--- config.mk ---
export PLATFORM = sky130hd
export DESIGN_NAME = periph_bus_arbiter_flat
export DESIGN_NICKNAME = d
export VERILOG_FILES = /design/src/rtl/periph_bus_arbiter_pkg.sv /design/src/rtl/periph_bus_arbiter_if.sv /design/src/rtl/periph_bus_arbiter_rr_pick2.sv /design/src/rtl/periph_bus_arbiter.sv /design/src/flat_wrapper.sv
export SDC_FILE = /design/constraint.sdc
export NUM_CORES = 1
export LEC_CHECK = 0
export CELL_PAD_IN_SITES_DETAIL_PLACEMENT = 1
export CELL_PAD_IN_SITES_GLOBAL_PLACEMENT = 1
export CORE_MARGIN = 2
export CORE_UTILIZATION = 30
export DETAILED_ROUTE_END_ITERATION = 6
export PLACE_DENSITY = 0.91
export SLEW_MARGIN = 20
export SYNTH_ARGS = -nofsm -noshare
export SYNTH_HDL_FRONTEND = slang
export SYNTH_SLANG_ARGS = --single-unit
--- constraint.sdc ---
create_clock -name clk -period 2.24 [get_ports clk]
set_clock_uncertainty 0.15 [all_clocks]
set_input_delay 0.448 -clock clk [delete_from_list [all_inputs] [get_ports clk]]
set_output_delay 0.448 -clock clk [all_outputs]
set_load 0.1 [all_outputs]
--- src/rtl/periph_bus_arbiter_pkg.sv ---
// Shared types and constants for the two-requester peripheral bus arbiter.
// Imported by the arbiter, its round-robin picker and the testbench.
package periph_arb_pkg;

  typedef enum logic [1:0] {
    IDLE   = 2'd0,
    STROBE = 2'd1,
    WAIT   = 2'd2,
    RESP   = 2'd3
  } arb_state_t;

  localparam logic [31:0] TIMEOUT_DATA  = 32'hDEAD_BEEF;
  localparam logic [3:0]  BYTESEL_WRITE = 4'b0001;

  localparam logic M0 = 1'b0;
  localparam logic M1 = 1'b1;

endpackage

--- src/rtl/periph_bus_arbiter_if.sv ---
// Bundle of the two requester ports, the peripheral port and busy.
// slave modport: the arbiter; master modport: requesters plus peripheral model.
interface periph_bus_arbiter_if;

  logic        m0_req;
  logic [31:0] m0_addr;
  logic [31:0] m0_wdata;
  logic [3:0]  m0_bytesel;
  logic        m0_ack;
  logic [31:0] m0_rdata;
  logic        m0_err;

  logic        m1_req;
  logic [31:0] m1_addr;
  logic [31:0] m1_wdata;
  logic [3:0]  m1_bytesel;
  logic        m1_ack;
  logic [31:0] m1_rdata;
  logic        m1_err;

  logic        slv_cs;
  logic [31:0] slv_addr;
  logic [31:0] slv_wdata;
  logic [3:0]  slv_bytesel;
  logic        slv_ack;
  logic [31:0] slv_rdata;

  logic        busy;

  modport slave (
    input  m0_req, m0_addr, m0_wdata, m0_bytesel,
    output m0_ack, m0_rdata, m0_err,
    input  m1_req, m1_addr, m1_wdata, m1_bytesel,
    output m1_ack, m1_rdata, m1_err,
    output slv_cs, slv_addr, slv_wdata, slv_bytesel,
    input  slv_ack, slv_rdata,
    output busy
  );

  modport master (
    output m0_req, m0_addr, m0_wdata, m0_bytesel,
    input  m0_ack, m0_rdata, m0_err,
    output m1_req, m1_addr, m1_wdata, m1_bytesel,
    input  m1_ack, m1_rdata, m1_err,
    input  slv_cs, slv_addr, slv_wdata, slv_bytesel,
    output slv_ack, slv_rdata,
    input  busy
  );

endinterface

--- src/rtl/periph_bus_arbiter_rr_pick2.sv ---
// Combinational two-way round-robin picker: on a tie the requester
// that did not win last time is chosen.
module rr_pick2
  import periph_arb_pkg::*;
(
  input  logic [1:0] req,
  input  logic       last,
  output logic       gnt_valid,
  output logic       gnt_idx
);

  always_comb begin
    gnt_valid = |req;
    gnt_idx   = M0;
    if (req == 2'b11) begin
      gnt_idx = ~last;
    end else if (req[1]) begin
      gnt_idx = M1;
    end
  end

endmodule

--- src/rtl/periph_bus_arbiter.sv ---
// Shares one memory-mapped peripheral port between two requesters; every
// request becomes a single-cycle chip-select strobe with timeout protection.
module periph_bus_arbiter
  import periph_arb_pkg::*;
#(
  parameter int TIMEOUT = 16,
  localparam int CW = $clog2(TIMEOUT + 1)
) (
  input logic                clk,
  input logic                resetn,
  periph_bus_arbiter_if.slave bus
);

  // state  | meaning
  // IDLE   | sample requests, latch the winner's address/data
  // STROBE | slv_cs high for this single cycle, counter cleared
  // WAIT   | wait for slv_ack or the timeout
  // RESP   | granted mN_ack high with rdata/err, update last_grant

  localparam logic [CW-1:0] CNT_LAST = CW'(TIMEOUT - 1);

  arb_state_t state, state_nxt;
  logic [CW-1:0] cnt, cnt_nxt;
  logic          last_grant, last_grant_nxt;
  logic          gnt, gnt_nxt;

  logic          slv_cs, slv_cs_nxt;
  logic [31:0]   slv_addr, slv_addr_nxt;
  logic [31:0]   slv_wdata, slv_wdata_nxt;
  logic [3:0]    slv_bytesel, slv_bytesel_nxt;
  logic          m0_ack, m0_ack_nxt;
  logic [31:0]   m0_rdata, m0_rdata_nxt;
  logic          m0_err, m0_err_nxt;
  logic          m1_ack, m1_ack_nxt;
  logic [31:0]   m1_rdata, m1_rdata_nxt;
  logic          m1_err, m1_err_nxt;
  logic          busy, busy_nxt;

  logic          pick_valid, pick_idx;
  logic          done, done_err;
  logic [31:0]   done_data;
  logic [31:0]   sel_addr, sel_wdata;
  logic [3:0]    sel_bytesel;

  rr_pick2 u_pick (
    .req       ({bus.m1_req, bus.m0_req}),
    .last      (last_grant),
    .gnt_valid (pick_valid),
    .gnt_idx   (pick_idx)
  );

  assign sel_addr    = (pick_idx == M1) ? bus.m1_addr    : bus.m0_addr;
  assign sel_wdata   = (pick_idx == M1) ? bus.m1_wdata   : bus.m0_wdata;
  assign sel_bytesel = (pick_idx == M1) ? bus.m1_bytesel : bus.m0_bytesel;

  always_comb begin
    state_nxt       = state;
    cnt_nxt         = cnt;
    last_grant_nxt  = last_grant;
    gnt_nxt         = gnt;
    slv_cs_nxt      = 1'b0;
    slv_addr_nxt    = slv_addr;
    slv_wdata_nxt   = slv_wdata;
    slv_bytesel_nxt = slv_bytesel;
    m0_ack_nxt      = 1'b0;
    m0_rdata_nxt    = m0_rdata;
    m0_err_nxt      = 1'b0;
    m1_ack_nxt      = 1'b0;
    m1_rdata_nxt    = m1_rdata;
    m1_err_nxt      = 1'b0;
    done            = 1'b0;
    done_data       = TIMEOUT_DATA;
    done_err        = 1'b1;

    case (state)
      IDLE: begin
        if (pick_valid) begin
          state_nxt       = STROBE;
          gnt_nxt         = pick_idx;
          slv_cs_nxt      = 1'b1;
          slv_addr_nxt    = sel_addr;
          slv_wdata_nxt   = sel_wdata;
          slv_bytesel_nxt = sel_bytesel;
        end
      end
      STROBE: begin
        state_nxt = WAIT;
        cnt_nxt   = '0;
      end
      WAIT: begin
        // An ack landing on the last counted cycle still wins over the timeout.
        if (bus.slv_ack) begin
          done      = 1'b1;
          done_data = bus.slv_rdata;
          done_err  = 1'b0;
        end else if (cnt == CNT_LAST) begin
          done = 1'b1;
        end else begin
          cnt_nxt = cnt + CW'(1);
        end
      end
      RESP: begin
        state_nxt      = IDLE;
        last_grant_nxt = gnt;
      end
      default: state_nxt = IDLE;
    endcase

    if (done) begin
      state_nxt = RESP;
      if (gnt == M0) begin
        m0_ack_nxt   = 1'b1;
        m0_rdata_nxt = done_data;
        m0_err_nxt   = done_err;
      end else begin
        m1_ack_nxt   = 1'b1;
        m1_rdata_nxt = done_data;
        m1_err_nxt   = done_err;
      end
    end

    busy_nxt = (state_nxt != IDLE);
  end

  always_ff @(posedge clk or negedge resetn) begin
    if (!resetn) begin
      state       <= IDLE;
      cnt         <= '0;
      last_grant  <= M1;
      gnt         <= M0;
      slv_cs      <= 1'b0;
      slv_addr    <= '0;
      slv_wdata   <= '0;
      slv_bytesel <= '0;
      m0_ack      <= 1'b0;
      m0_rdata    <= '0;
      m0_err      <= 1'b0;
      m1_ack      <= 1'b0;
      m1_rdata    <= '0;
      m1_err      <= 1'b0;
      busy        <= 1'b0;
    end else begin
      state       <= state_nxt;
      cnt         <= cnt_nxt;
      last_grant  <= last_grant_nxt;
      gnt         <= gnt_nxt;
      slv_cs      <= slv_cs_nxt;
      slv_addr    <= slv_addr_nxt;
      slv_wdata   <= slv_wdata_nxt;
      slv_bytesel <= slv_bytesel_nxt;
      m0_ack      <= m0_ack_nxt;
      m0_rdata    <= m0_rdata_nxt;
      m0_err      <= m0_err_nxt;
      m1_ack      <= m1_ack_nxt;
      m1_rdata    <= m1_rdata_nxt;
      m1_err      <= m1_err_nxt;
      busy        <= busy_nxt;
    end
  end

  assign bus.slv_cs      = slv_cs;
  assign bus.slv_addr    = slv_addr;
  assign bus.slv_wdata   = slv_wdata;
  assign bus.slv_bytesel = slv_bytesel;
  assign bus.m0_ack      = m0_ack;
  assign bus.m0_rdata    = m0_rdata;
  assign bus.m0_err      = m0_err;
  assign bus.m1_ack      = m1_ack;
  assign bus.m1_rdata    = m1_rdata;
  assign bus.m1_err      = m1_err;
  assign bus.busy        = busy;

endmodule

--- src/flat_wrapper.sv ---
// flat-port wrapper written by rule: the top's interface ports become plain ports
module periph_bus_arbiter_flat import periph_arb_pkg::*;
#(
  parameter int TIMEOUT = 16,
  localparam int CW = $clog2(TIMEOUT + 1)
)
  (clk, resetn, bus_m0_req, bus_m0_addr, bus_m0_wdata, bus_m0_bytesel, bus_m0_ack, bus_m0_rdata, bus_m0_err, bus_m1_req, bus_m1_addr, bus_m1_wdata, bus_m1_bytesel, bus_m1_ack, bus_m1_rdata, bus_m1_err, bus_slv_cs, bus_slv_addr, bus_slv_wdata, bus_slv_bytesel, bus_slv_ack, bus_slv_rdata, bus_busy);
  periph_bus_arbiter_if bus_i ();
  input logic clk;
  input logic resetn;
  input wire logic [$bits(bus_i.m0_req)-1:0] bus_m0_req;
  input wire logic [$bits(bus_i.m0_addr)-1:0] bus_m0_addr;
  input wire logic [$bits(bus_i.m0_wdata)-1:0] bus_m0_wdata;
  input wire logic [$bits(bus_i.m0_bytesel)-1:0] bus_m0_bytesel;
  output wire logic [$bits(bus_i.m0_ack)-1:0] bus_m0_ack;
  output wire logic [$bits(bus_i.m0_rdata)-1:0] bus_m0_rdata;
  output wire logic [$bits(bus_i.m0_err)-1:0] bus_m0_err;
  input wire logic [$bits(bus_i.m1_req)-1:0] bus_m1_req;
  input wire logic [$bits(bus_i.m1_addr)-1:0] bus_m1_addr;
  input wire logic [$bits(bus_i.m1_wdata)-1:0] bus_m1_wdata;
  input wire logic [$bits(bus_i.m1_bytesel)-1:0] bus_m1_bytesel;
  output wire logic [$bits(bus_i.m1_ack)-1:0] bus_m1_ack;
  output wire logic [$bits(bus_i.m1_rdata)-1:0] bus_m1_rdata;
  output wire logic [$bits(bus_i.m1_err)-1:0] bus_m1_err;
  output wire logic [$bits(bus_i.slv_cs)-1:0] bus_slv_cs;
  output wire logic [$bits(bus_i.slv_addr)-1:0] bus_slv_addr;
  output wire logic [$bits(bus_i.slv_wdata)-1:0] bus_slv_wdata;
  output wire logic [$bits(bus_i.slv_bytesel)-1:0] bus_slv_bytesel;
  input wire logic [$bits(bus_i.slv_ack)-1:0] bus_slv_ack;
  input wire logic [$bits(bus_i.slv_rdata)-1:0] bus_slv_rdata;
  output wire logic [$bits(bus_i.busy)-1:0] bus_busy;
  assign bus_i.m0_req = bus_m0_req;
  assign bus_i.m0_addr = bus_m0_addr;
  assign bus_i.m0_wdata = bus_m0_wdata;
  assign bus_i.m0_bytesel = bus_m0_bytesel;
  assign bus_m0_ack = bus_i.m0_ack;
  assign bus_m0_rdata = bus_i.m0_rdata;
  assign bus_m0_err = bus_i.m0_err;
  assign bus_i.m1_req = bus_m1_req;
  assign bus_i.m1_addr = bus_m1_addr;
  assign bus_i.m1_wdata = bus_m1_wdata;
  assign bus_i.m1_bytesel = bus_m1_bytesel;
  assign bus_m1_ack = bus_i.m1_ack;
  assign bus_m1_rdata = bus_i.m1_rdata;
  assign bus_m1_err = bus_i.m1_err;
  assign bus_slv_cs = bus_i.slv_cs;
  assign bus_slv_addr = bus_i.slv_addr;
  assign bus_slv_wdata = bus_i.slv_wdata;
  assign bus_slv_bytesel = bus_i.slv_bytesel;
  assign bus_i.slv_ack = bus_slv_ack;
  assign bus_i.slv_rdata = bus_slv_rdata;
  assign bus_busy = bus_i.busy;
  periph_bus_arbiter #(.TIMEOUT(TIMEOUT)) u_core (.clk(clk), .resetn(resetn), .bus(bus_i));
endmodule
==> results.toml, run 1 <==
[outcome]
status = "completed"

[floorplan]
die_h_um = 147.8
placeableCoreArea_um2 = 20300
initial_core_util_pct = 30.58
row_count = 52
die_x_um = 147.8
die_area_um2 = 21860
io_pins = 311

[routing]
postRouteWirelength_mm = 22.34
routedWlPerCell_um = 19.05
drc = 0
first_iter_violations = 134
viasPerCell = 4.828
vias = 5663
final_antenna_net_count = 0
first_pass_iters = 5

[sta]
timing.final.max_slew_violations = 0
grt_setup_unrepaired = "false"
slew_headroom_pct = 57.98
hold_viol_final = 0
clock.fmax_ghz = 0.4705
fin_setup_tns_ns = 0
setup_viol = 0
worst_slew_pin_slew_ns = 0.6279
hold_ws_ns = 0.3320
final.min_clock_period_ns = 2.125
fin_crit_sh_pct = 94.87

[placement]
dp_cells = 1138
post-dp-hpwl_mm = 17.22
io_buffers = 310
place_congestion = 0.7888

[setup_path]
r2r_setup_slack_ns = 0.11
cp-start-kind = "register"
worstPathArrival_ns = 2.30
end_kind = "register"
critPathKind = "register to register"
reg2reg_to = "u_core.bus.m1_rdata[23]$_DFFE_PN0P_"
cp_data_required_time_ns = 2.42
r2r-start = "u_core.cnt[0]$_DFFE_PN0P_"
crit_path_start = "u_core.cnt[0]$_DFFE_PN0P_"
rr_worst_depth = 8
cp_max_fo = 29

[synthesis]
syn_area_per_cell_um2 = 10.74
ys_types = 29
synth_cells = 578
synth_area_um2 = 6207
synth-seq-area-share_pct = 59.28
ys_ff_latch = 147
ys_warn_count = 0
syn-num-nets = 757

[clock_tree]
clock_path_buffers = 2
insertion_delay_ns = 0.41
cts_tree = "yes"
htree_levels = 4
cts_made_buffers = 17
clkSlewWorstSetupHoldPaths_ns = 0.07
cts-root-buf = "clkbuf_16"
clkSinkCount = 147

[cells_and_area]
synthToLayoutAreaGrowth_pct = 60.47
stdcell_count = 1173
final_nets = 1069
utilization_pct = 49.07
diodes = 0
drive_gt1_share_pct = 22.59

[flow_run]
cap_viol_max_count = 0

[min_path]
hp-start = "u_core.bus.slv_addr[18]$_DFFE_PN0P_"
hold_path_class = "register to register"
holdPathStages = 2
min_to = "u_core.bus.slv_addr[18]$_DFFE_PN0P_"

[grt]
grt_max_degree = 59
grt_overflow = 0
track_usage_pct = 20.34
antenna_found_initial = 0
grt_first_pass_wirelength_mm = 34.29
grt_pass1_vias = 6146
-- critical path: stages, from the launching register on --
cell and delay [ns]:
dfrtp_1 0.42, ha_1 0.24, and3_1 0.20, ha_1 0.25
o211ai_1 0.18, buf_4 0.17, buf_6 0.24, nand2_1 0.10
o21ai_0 0.09
-- cells by family (layout without fill, tap and decap cells) --
| family | count (synthesis) | in the layout | synth area share [%] |
|---|---|---|---|
| and+or+nand+nor | 132 | 132 | 8.426 |
| muxes | 70 | 70 | 11.31 |
| AOI/OAI and AO/OA | 170 | 170 | 15.10 |
| adders and majority gates | 6 | 6 | 1.209 |
| DFF | 147 | 147 | 59.28 |
| buffers and inverters | 53 | 378 | 4.676 |
-- cell usage after synthesis (all sizes together) --
master | count | area (µm²)
o21bai | 1 | 7.510
a211oi | 1 | 7.510
inv | 10 | 37.54
mux2i | 69 | 690.7
buf | 28 | 196.4
a31oi | 2 | 12.51
nor3b | 2 | 20.02
o211ai | 1 | 7.510
nand2 | 95 | 356.6
dfstp | 1 | 26.28
and3 | 2 | 12.51
ha | 6 | 75.07
nor2 | 29 | 108.9
a21oi | 1 | 5.000
nand4 | 1 | 6.260
o21ai | 145 | 729.5
dfrtp | 146 | 3654
clkbuf | 15 | 56.30
mux2 | 1 | 11.26
a21bo | 1 | 10.01
a22o | 18 | 157.7
or2 | 3 | 18.77
-- flip-flops by register name (all words and copies together), names as in the netlist --
name                    count
u_core.last_grant           1
u_core.bus.slv_cs           1
u_core.cnt                  5
u_core.bus.m1_rdata        32
u_core.bus.m0_rdata        32
u_core.bus.slv_addr        32
u_core.gnt                  1
u_core.bus.slv_bytesel      4
u_core.bus.busy             1
u_core.state                2
u_core.bus.m0_err           1
u_core.bus.m0_ack           1
u_core.bus.m1_err           1
u_core.bus.m1_ack           1
u_core.bus.slv_wdata       32
-- how the worst max path moves through the flow --
| stage | endpoint | cells after the start |
|---|---|---|
| floorplan | u_core.bus.m1_rdata[19]$_DFFE_PN0P_ | 8 |
| global placement | u_core.bus.slv_wdata[7]$_DFFE_PN0P_ | 5 |
| detailed placement | u_core.bus.slv_wdata[7]$_DFFE_PN0P_ | 5 |
| CTS | u_core.bus.m1_rdata[19]$_DFFE_PN0P_ | 6 |
| global route | u_core.bus.busy$_DFF_PN0_ | 6 |
| finish | u_core.bus.m1_rdata[23]$_DFFE_PN0P_ | 8 |
-- cell type report --
class	instances	area, µm²
tap	270	337.8
inverter	10	37.54
multi-input combinational	378	2255
fill	2226	10340
clock inverter	13	116.4
timing repair buffer	336	3082
sequential	147	3680
clock buffer	19	452.9
-- cells in the final DEF, fill, tap and decap left out --
master | synthesis | layout
a211oi_1 | 1 | 1
a21bo_4 | 0 | 1
a21oi_1 | 1 | 1
a22o_1 | 18 | 18
a31oi_1 | 2 | 2
and3_1 | 2 | 2
buf_12 | 0 | 8
buf_4 | 9 | 152
buf_6 | 6 | 3
clkbuf_16 | 0 | 18
clkbuf_8 | 0 | 2
clkdlybuf4s50_1 | 0 | 171
clkinv_2 | 0 | 1
clkinv_4 | 0 | 4
clkinvlp_4 | 0 | 1
dfrtp_1 | 146 | 146
dfstp_2 | 1 | 1
dlygate4sd3_1 | 0 | 1
ha_1 | 6 | 6
inv_1 | 10 | 10
inv_6 | 0 | 4
inv_8 | 0 | 3
mux2_2 | 1 | 1
mux2i_1 | 69 | 69
nand2_1 | 95 | 95
nand4_1 | 1 | 1
nor2_1 | 29 | 29
nor3b_1 | 1 | 1
nor3b_2 | 1 | 1
o211ai_1 | 1 | 1
o21ai_0 | 129 | 129
o21ai_1 | 15 | 14
o21ai_2 | 1 | 1
o21ai_4 | 0 | 1
o21bai_1 | 1 | 1
or2_1 | 1 | 1
or2_2 | 2 | 2
-- layer usage --
metal	share of wire, %	GRT usage (%)	vias to the layer above
li1	-	-	2610
met4	2.4	7.571	0
met3	8.0	5.401	28
met1	38	23.13	2737
met5	0	0	-
met2	52	36.63	288
-- timing repair --
action,in CTS,in global routing
hold buffers,1,0
endpoints found under the setup margin,0,8
hold endpoints to repair,40,0
gates resized for setup,0,3
setup buffers,0,1
-- metrics by stage --
stage	instance area [µm²]	setup slack, ns
3_5_place_dp	9354	0.06291
5_1_grt	9961	0.006212
6_report	9961	0.1148
3_3_place_gp	9354	0.09557
4_1_cts	9933	0.06150
2_1_floorplan	6207	0.2364
Power of run 1 is not shown: default switching activity piles up to over one toggle a cycle in this logic, so the estimate is an artifact.
==> run 2: changes to the inputs <==
CAP_MARGIN = 20   (was default)
CORE_UTILIZATION = 31   (was 30)
SYNTH_HIERARCHICAL = 1   (was default)
==> results.toml, run 2 <==
[routing]
vias = 5506
viasPerCell = 4.771
routedWlPerCell_um = 19.69
postRouteWirelength_mm = 22.72
final_antenna_net_count = 0
first_pass_iters = 4
drc = 0
first_iter_violations = 167

[cells_and_area]
multi_input_area_um2 = 2680
fillCellCount = 2147
synthToLayoutAreaGrowth_pct = 63.16
diodes = 0
drive_gt1_share_pct = 34.05
final_nets = 1046
regArea_um2 = 3680
final_cell_mix = "buf_4 (173), clkdlybuf4s50_1 (171), dfrtp_1 (146)"
layout_commonest_cell = "buf_4"

[sta]
clock.fmax_ghz = 0.4543
setup_viol = 0
hold_viol_final = 0
final.min_clock_period_ns = 2.201
timing.final.max_slew_violations = 0
worst_slew_pin_slew_ns = 0.5045
slew_headroom_pct = 66.37
fin_crit_sh_pct = 98.28
fin_setup_tns_ns = 0

[outcome]
status = "completed"

[setup_path]
cp-start-kind = "register"
cp_data_required_time_ns = 2.39
worstPathArrival_ns = 2.35
end_kind = "register"
critPathKind = "register to register"
cp_max_fo = 7
r2r_setup_slack_ns = 0.04

[clock_tree]
htree_levels = 4
cts-root-buf = "clkbuf_16"
clkSinkCount = 147
cts_tree = "yes"
cts_made_buffers = 17
clock_path_buffers = 2
insertion_delay_ns = 0.42
clkSlewWorstSetupHoldPaths_ns = 0.07

[synthesis]
synth_most_common_cell = "dfrtp_1"
synth_edf_count = 0
synth-seq-area-share_pct = 56.60
syn-num-nets = 702
yosys.area.top_type = "dfrtp_1"
ys_ff_latch = 147
synth.top_cell.area_share_pct = 56.20
yosys-top-cells-area = "dfrtp_1 (56%), mux2i_1 (10%), mux2_2 (6.8%)"
netlist_top_cells_count = "dfrtp_1 (146), nor2_1 (71), a21oi_1 (68), mux2i_1 (68), mux2_2 (39)"
synth_area_um2 = 6501
ys_warn_count = 6
synth_cells = 527
syn_area_per_cell_um2 = 12.34
synthArstFlopShare_pct = 100.0
ys.flop_type = "dfrtp_1"
ys_types = 42

[floorplan]
die_x_um = 148.8
row_count = 52
io_pins = 311
die_area_um2 = 22150
die_h_um = 148.8
initial_core_util_pct = 31.82
placeableCoreArea_um2 = 20430

[placement]
io_buffers = 310
post-dp-hpwl_mm = 16.15
place_congestion = 0.7568

[grt]
grt_pass1_vias = 6171
grt_max_degree = 51
antenna_found_initial = 0
grt_first_pass_wirelength_mm = 35.46
track_usage_pct = 20.92
grt_overflow = 0

[min_path]
hold_path_class = "register to register"

[flow_run]
cap_viol_max_count = 0
-- run 2: cell types whose count changed after synthesis, sizes merged, moves of 7 or more --
cell	change
nand2b	+25
nor2	+43
and2	+8
nand2	-91
inv	-8
o21ai	-142
mux2	+66
clkbuf	-7
a21oi	+67
a22o	-18
-- run 2: worst paths after layout --
kind | start | to | cells past startpoint
worst max-delay path | u_core/cnt[0]$_DFFE_PN0P_ | u_core/bus.m0_rdata[8]$_DFFE_PN0P_ | 9
worst min-delay path | u_core/bus.m0_rdata[0]$_DFFE_PN0P_ | u_core/bus.m0_rdata[0]$_DFFE_PN0P_ | 1
worst max register to register | u_core/cnt[0]$_DFFE_PN0P_ | u_core/bus.m0_rdata[8]$_DFFE_PN0P_ | 9
worst min register to register | u_core/bus.m0_rdata[0]$_DFFE_PN0P_ | u_core/bus.m0_rdata[0]$_DFFE_PN0P_ | 1
max in group asynchronous | resetn | u_core/bus.slv_addr[30]$_DFFE_PN0P_ | 3
min in group asynchronous | resetn | u_core/bus.m0_rdata[6]$_DFFE_PN0P_ | 2
-- run 2: layout make-up --
type,instances,area share [%]
clock buffer,17,4.010
inverter,2,0.07077
timing repair buffer,361,31.23
multi-input combinational,342,25.27
tap,270,3.185
sequential,147,34.69
clock inverter,15,1.545
-- run 2: per-layer routing --
metal / global-route usage [%] / vias up / part of all wire, % / wire, µm
met5: 0 / - / 0 / 0
li1: - / 2522 / - / -
met4: 8.095 / 0 / 2.2 / 503
met3: 6.544 / 33 / 8.0 / 1825
met2: 37.13 / 275 / 52 / 11860
met1: 23.49 / 2676 / 38 / 8531
-- run 2: what timing repair did --
item	CTS	global route
endpoints found under the setup margin	57	18
pin swaps	3	0
gates resized for setup	11	1
endpoints found under the hold margin	44	0
hold buffers	1	0
setup buffers	6	2
cloned	3	0
-- run 2: per-stage QoR --
| stage | hold slack, ns | utilization [%] | cells | area [µm²] | setup slack (ns) |
|---|---|---|---|---|---|
| 2_1_floorplan | 0.002409 | - | 527 | 6501 | 0.03054 |
| 3_5_place_dp | 0.2846 | 48.32 | 1112 | 9872 | -0.1086 |
| 6_report | 0.3609 | 51.92 | 1154 | 10610 | 0.03857 |
| 4_1_cts | 0.3621 | 52.14 | 1154 | 10650 | 0.004956 |
| 5_1_grt | 0.3773 | 51.92 | 1154 | 10610 | -0.01683 |
| 3_3_place_gp | 0.2828 | 48.32 | 1112 | 9872 | -0.06029 |
-- run 2: worst max-delay path, cell delays in order, from the launching register on --
cell     delay [ns]
dfrtp_1        0.37
ha_2           0.19
and3_4         0.19
ha_4           0.14
nor2_4         0.04
buf_6          0.12
nor3_4         0.17
buf_6          0.20
buf_12         0.15
mux2_2         0.36
-- run 2: logic make-up (layout without fill, tap and decap cells) --
| logic type | after synthesis | in the layout | share of synthesized area [%] |
|---|---|---|---|
| compound gates | 80 | 80 | 6.582 |
| xor+xnor | 2 | 2 | 0.2695 |
| fa+ha+maj | 2 | 2 | 0.3848 |
| buf+inv | 38 | 395 | 3.099 |
| flops | 147 | 147 | 56.60 |
| mux | 135 | 135 | 23.69 |
| simple gates | 123 | 123 | 9.373 |
Power of run 2 is left out for the same reason.
